===== src/rtl/vlsu_addr_sequencer.sv =====
// Vector load/store address sequencer.
// Issues one element access per bus beat for unit-strided and strided
// VLOAD/VSTORE instructions. It produces the byte address, byte enables and
// element index for each beat. Write data and load writeback live in the
// vector datapath, which is keyed by elem_idx_o.
module vlsu_addr_sequencer #(
   parameter int VLEN = 256,
   parameter int VL_W = $clog2(VLEN/8) + 1
) (
   input  logic            clk,
   input  logic            reset_n,
   input  logic            start_i,
   input  logic            kill_i,
   input  logic            is_store_i,
   input  logic [1:0]      addr_mode_i,
   input  logic [2:0]      eew_i,
   input  logic [31:0]     base_addr_i,
   input  logic [31:0]     stride_i,
   input  logic [VL_W-1:0] vl_i,
   output logic            mem_req_o,
   output logic            mem_we_o,
   output logic [31:0]     mem_addr_o,
   output logic [3:0]      mem_be_o,
   input  logic            mem_gnt_i,
   output logic [VL_W-1:0] elem_idx_o,
   output logic            busy_o,
   output logic            done_o,
   output logic            error_o
);

   typedef enum logic [1:0] {
      VLSU_IDLE,
      VLSU_FIRST_CYCLE,
      VLSU_EXEC,
      VLSU_LAST_CYCLE
   } vector_lsu_states_e;

   typedef enum logic [1:0] {
      UNIT_STRIDED      = 2'd0,
      STRIDED           = 2'd1,
      INDEXED_UNORDERED = 2'd2,
      INDEXED_ORDERED   = 2'd3
   } addrModes_e;

   typedef enum logic [2:0] {
      EW8  = 3'd0,
      EW16 = 3'd1,
      EW32 = 3'd2,
      EW64 = 3'd3
   } vew_e;

   vector_lsu_states_e state_q, state_d;

   logic [31:0]     cur_addr_q;
   logic [31:0]     stride_q;
   logic [VL_W-1:0] vl_q;
   logic [VL_W-1:0] elem_idx_q;
   vew_e            eew_q;
   logic            we_q;
   logic            err_q;

   logic aligned;
   logic last_elem;
   logic cfg_bad;
   logic clear_err;
   logic latch_cfg;
   logic set_err;
   logic advance;

   // Indexed modes are not supported, and nothing wider than 32 bits fits the port.
   assign cfg_bad   = addr_mode_i[1] | (eew_i > EW32);
   assign last_elem = (elem_idx_q == (vl_q - VL_W'(1)));

   // Alignment of the current element against its own width.
   always_comb begin
      aligned = 1'b0;
      case (eew_q)
         EW8:     aligned = 1'b1;
         EW16:    aligned = ~cur_addr_q[0];
         EW32:    aligned = (cur_addr_q[1:0] == 2'b00);
         default: aligned = 1'b0;
      endcase
   end

   // State register; an async reset drops any outstanding request.
   always_ff @(posedge clk or negedge reset_n) begin
      if (!reset_n) state_q <= VLSU_IDLE;
      else          state_q <= state_d;
   end

   // Next-state and output decode; kill wins over grant and error paths.
   always_comb begin
      state_d    = state_q;
      mem_req_o  = 1'b0;
      mem_we_o   = 1'b0;
      mem_addr_o = 32'd0;
      mem_be_o   = 4'd0;
      elem_idx_o = '0;
      busy_o     = 1'b0;
      done_o     = 1'b0;
      error_o    = 1'b0;
      clear_err  = 1'b0;
      latch_cfg  = 1'b0;
      set_err    = 1'b0;
      advance    = 1'b0;
      case (state_q)
         VLSU_IDLE: begin
            if (start_i) begin
               state_d   = VLSU_FIRST_CYCLE;
               clear_err = 1'b1;
            end
         end
         VLSU_FIRST_CYCLE: begin
            busy_o = 1'b1;
            if (kill_i) begin
               state_d = VLSU_IDLE;
            end else begin
               latch_cfg = 1'b1;
               if (cfg_bad || (vl_i == '0)) state_d = VLSU_LAST_CYCLE;
               else                         state_d = VLSU_EXEC;
            end
         end
         VLSU_EXEC: begin
            busy_o     = 1'b1;
            mem_addr_o = cur_addr_q;
            mem_we_o   = we_q;
            elem_idx_o = elem_idx_q;
            case (eew_q)
               EW8:     mem_be_o = 4'b0001 << cur_addr_q[1:0];
               EW16:    mem_be_o = 4'b0011 << cur_addr_q[1:0];
               default: mem_be_o = 4'b1111;
            endcase
            if (kill_i) begin
               state_d = VLSU_IDLE;
            end else if (!aligned) begin
               set_err = 1'b1;
               state_d = VLSU_LAST_CYCLE;
            end else begin
               mem_req_o = 1'b1;
               if (mem_gnt_i) begin
                  if (last_elem) state_d = VLSU_LAST_CYCLE;
                  else           advance = 1'b1;
               end
            end
         end
         VLSU_LAST_CYCLE: begin
            busy_o  = 1'b1;
            state_d = VLSU_IDLE;
            if (!kill_i) begin
               done_o  = 1'b1;
               error_o = err_q;
            end
         end
         default: state_d = VLSU_IDLE;
      endcase
   end

   // Configuration latch and per-element address/index stepping.
   always_ff @(posedge clk or negedge reset_n) begin
      if (!reset_n) begin
         cur_addr_q <= 32'd0;
         stride_q   <= 32'd0;
         vl_q       <= '0;
         elem_idx_q <= '0;
         eew_q      <= EW8;
         we_q       <= 1'b0;
         err_q      <= 1'b0;
      end else begin
         if (clear_err) err_q <= 1'b0;
         if (latch_cfg) begin
            cur_addr_q <= base_addr_i;
            elem_idx_q <= '0;
            we_q       <= is_store_i;
            eew_q      <= vew_e'(eew_i);
            vl_q       <= vl_i;
            stride_q   <= (addr_mode_i == UNIT_STRIDED) ? (32'd1 << eew_i) : stride_i;
            err_q      <= cfg_bad;
         end
         if (set_err) err_q <= 1'b1;
         if (advance) begin
            elem_idx_q <= elem_idx_q + VL_W'(1);
            cur_addr_q <= cur_addr_q + stride_q;
         end
      end
   end

endmodule

===== config.mk =====
export PLATFORM = sky130hd
export DESIGN_NAME = vlsu_addr_sequencer
export DESIGN_NICKNAME = d
export VERILOG_FILES = /design/src/rtl/vlsu_addr_sequencer.sv
export SDC_FILE = /design/constraint.sdc
export NUM_CORES = 1
export LEC_CHECK = 0
export ABC_CLOCK_PERIOD_IN_PS = 4600
export CORE_ASPECT_RATIO = 1.1
export CORE_MARGIN = 2
export CORE_UTILIZATION = 55
export DETAILED_ROUTE_END_ITERATION = 10
export GPL_TIMING_DRIVEN = 0
export PLACE_DENSITY_LB_ADDON = 0.05
export SLEW_MARGIN = 5
export SYNTH_ARGS = -nofsm -noshare
export SYNTH_HDL_FRONTEND = slang
export SYNTH_SLANG_ARGS = --single-unit

===== constraint.sdc =====
create_clock -name clk -period 4.6 [get_ports clk]
set_input_delay 1.38 -clock clk [delete_from_list [all_inputs] [get_ports clk]]
set_output_delay 1.38 -clock clk [all_outputs]
set_load 0.05 [all_outputs]

==> flow_metrics.env <==
export IMPL_status="finished clean"
export IMPL_num_rows=39
export IMPL_clk_pin_slew_ns=0.06
export IMPL_p_leak_nw=3.44
export IMPL_multi_input_comb_area_um2=3600
export IMPL_num_vias=6137
export IMPL_async_flop_share=1.00
export IMPL_critical_path_max_stage_delay_ns=0.83
export IMPL_fillCellCount=857
export IMPL_cts_tree="done"
export IMPL_hold_class="reg2reg"
export IMPL_antenna_found_initial=0
export IMPL_ys_seq_area_frac=0.353
export IMPL_finalMaxSlewViolations=0
export IMPL_post_route_period_util=0.938
export IMPL_tightest_slew_ns=0.810
export IMPL_place_area_um2=7360
export IMPL_grt_pass1_wl_um=29600
export IMPL_synth_seq_cells=83
export IMPL_nets=988
export IMPL_diodes=0
export IMPL_drt_total_wl_um=18700
export IMPL_whs_path_depth=2
export IMPL_p_seq_frac=0.255
export IMPL_via_per_inst=6.01
export IMPL_hpwl_um=13700
export IMPL_grt_max_degree=63
export IMPL_setup_viol=0
export IMPL_cap_violations=0
export IMPL_synth_nets=850
export IMPL_grt_pass1_vias=5944
export IMPL_min_to="stride_q[8]"
export IMPL_startpoint="state_q[1]"
export IMPL_setup_ws_ns=0.284
export IMPL_drc_errors=0
export IMPL_io_buffers=125
export IMPL_crit_slowest_cell="clkdlybuf4s50_1"
export IMPL_first_pass_iters=5
export IMPL_rr_endpoint="cur_addr_q[31]"
export IMPL_place_ws_ns=0.309
export IMPL_design_area_um2=7640
export IMPL_r2r_setup_slack_ns=1.45
export IMPL_max_freq_mhz=232
export IMPL_htreeDepth=3
export IMPL_core_area_um2=10400
export IMPL_pwr_share_comb=0.608
export IMPL_min_from="stride_q[8]"
export IMPL_synth_area_um2=5890
export IMPL_dieArea_um2=11600
export IMPL_reg2reg_depth=9
export IMPL_die_w_um=103
export IMPL_final_common_cell="nand2_1"
export IMPL_instances_no_fill=1021
export IMPL_drive_gt1_frac=0.0501
export IMPL_worstSetupEndpointType="output port"
export IMPL_rsz0062_at_grt="false"
export IMPL_relSlewSlack=0.460
export IMPL_total_power_mw=5.26
export IMPL_power_switching_mw=2.50
export IMPL_power_internal_mw=2.76
export IMPL_cp_data_arrival_time_ns=2.94
export IMPL_clockPowerShare=0.138
export IMPL_post_cts_buffers=0
export IMPL_yosys_cell_types_count=66
export IMPL_ctsLongestPathBuffers=2
export IMPL_drt_wirelength_per_cell_um=18.3
export IMPL_start_util=0.567
export IMPL_synthCells=735
export IMPL_finClkSkew_ns=0.00726
export IMPL_cellPowerDensity_nw_per_um2=688
export IMPL_required_ns=3.22
export IMPL_rr_startpoint="cur_addr_q[1]"
export IMPL_synth_edf_count=0
export IMPL_root_buffer="clkbuf_16"
export IMPL_post_place_cells=1005
export IMPL_grt_use_total=0.332
export IMPL_synth_top_area_share=0.353
export IMPL_clkLatencyLatePin_ns=0.35
export IMPL_ys_flop_type="dfrtp_1"
export IMPL_area_growth_pct=29.8
export IMPL_die_h_um=113
export IMPL_critPathKind="reg2out"
export IMPL_drtAntennaViolNets=0
export IMPL_hold_viol=0
export IMPL_gp_congestion=0.939
export IMPL_netSwitchingFraction=0.476
export IMPL_cts_sinks=83
export IMPL_crit_chain="nor2b_1 -> clkbuf_1 -> clkbuf_1 -> and2_1 -> clkdlybuf4s50_1"
export IMPL_yosys_area_top_type="dfrtp_1"
export IMPL_seqCellArea_um2=2080
export IMPL_grt_ovfl_total=0
export IMPL_avgSynthCellArea_um2=8.01
export IMPL_io_pins=128
export IMPL_layout_common_cells="nand2_1 (162), clkdlybuf4s50_1 (124), dfrtp_1 (83)"
export IMPL_tns_ns=0
export IMPL_cts_resized=0
export IMPL_cts_buffers=9
export IMPL_ctsHoldBuffers=0
export IMPL_cp_max_fo=10
export IMPL_period_needed_ns=4.32
export IMPL_ys_top_cells_by_area="dfrtp_1 (35%), nand2_1 (10%), ha_1 (7.0%)"
export IMPL_drt_iter0_drc=359
export IMPL_ir_worst_vdd_uv=396
export IMPL_synth_warnings=0
export IMPL_path_common_cell="clkbuf_1"
export IMPL_crit_path_start_kind="register"
final cells by class:
| type | instances | area share |
|---|---|---|
| Timing Repair Buffer | 127 | 0.168 |
| Tap cell | 143 | 0.0234 |
| Inverter | 11 | 0.00540 |
| Multi-Input combinational cell | 600 | 0.471 |
| Buffer | 41 | 0.0227 |
| Clock buffer | 12 | 0.0309 |
| Clock inverter | 4 | 0.00671 |
| Sequential cell | 83 | 0.272 |
flip-flops by register name, indices dropped and copies added, names as in the netlist:
signal,flops
elem_idx_q,6
eew_q,3
err_q,1
we_q,1
cur_addr_q,32
vl_q,6
stride_q,32
state_q,2
power groups by stage:
stage | combinational (mW) | clock, mW | sequential, mW
after detailed placement | 3.12 | 0 | 1.33
after global routing | 3.49 | 0.766 | 1.37
after floorplan | 2.36 | 0 | 1.25
final | 3.20 | 0.724 | 1.34
after global placement | 3.05 | 0 | 1.32
after CTS | 3.16 | 0.732 | 1.33
metrics by stage:
| stage | hold WS, ns | utilization |
|---|---|---|
| 3_3_place_gp | 0.457 | 0.704 |
| 5_1_grt | 0.491 | 0.736 |
| 4_1_cts | 0.478 | 0.736 |
| 3_5_place_dp | 0.461 | 0.708 |
| 6_report | 0.477 | 0.736 |
| 2_1_floorplan | 0.437 | - |
how the worst max path moves through the flow:
stage | endpoint | slack (ns) | cells after the start
5_1_grt | mem_addr_o[18] | 0.21 | 5
6_report | mem_addr_o[18] | 0.28 | 5
2_1_floorplan | mem_req_o | 0.58 | 2
3_3_place_gp | stride_q[17] | -0.88 | 1
4_1_cts | mem_req_o | 0.29 | 3
3_5_place_dp | mem_req_o | 0.31 | 3
routing by layer:
metal,GRT usage,share of wire,wire length (um)
met5,0,0,0
met3,0.0504,0.076,1430
met1,0.441,0.42,7840
met4,0.154,0.028,518
met2,0.530,0.48,8950
cell families after synthesis:
logic type               after synthesis  share of synthesized area
multiplexers                          11                     0.0189
AO/OA/AOI/OAI                        176                      0.198
buffers and inverters                 52                     0.0365
AND/OR/NAND/NOR                      355                      0.285
XOR/XNOR                              24                     0.0357
flip-flops                            83                      0.353
adder cells (fa/ha/maj)               34                     0.0735
critical path: cells and delay by family (launching register included):
kind / cells / cell delay, ns
buffers and inverters: 3 / 1.70
DFF: 1 / 0.46
and+or+nand+nor: 2 / 0.42
synthesized netlist by cell type (all sizes together), types with 12 or more instances:
cell,n
xnor2,12
nand3,39
xor2,12
a21oi,45
nor3,15
ha,33
nor2,42
clkbuf,27
dfrtp,83
and2,42
nand2,162
o21ai,40
a31oi,16
buf,14
No activity file was read; power rests on OpenSTA's default activity.
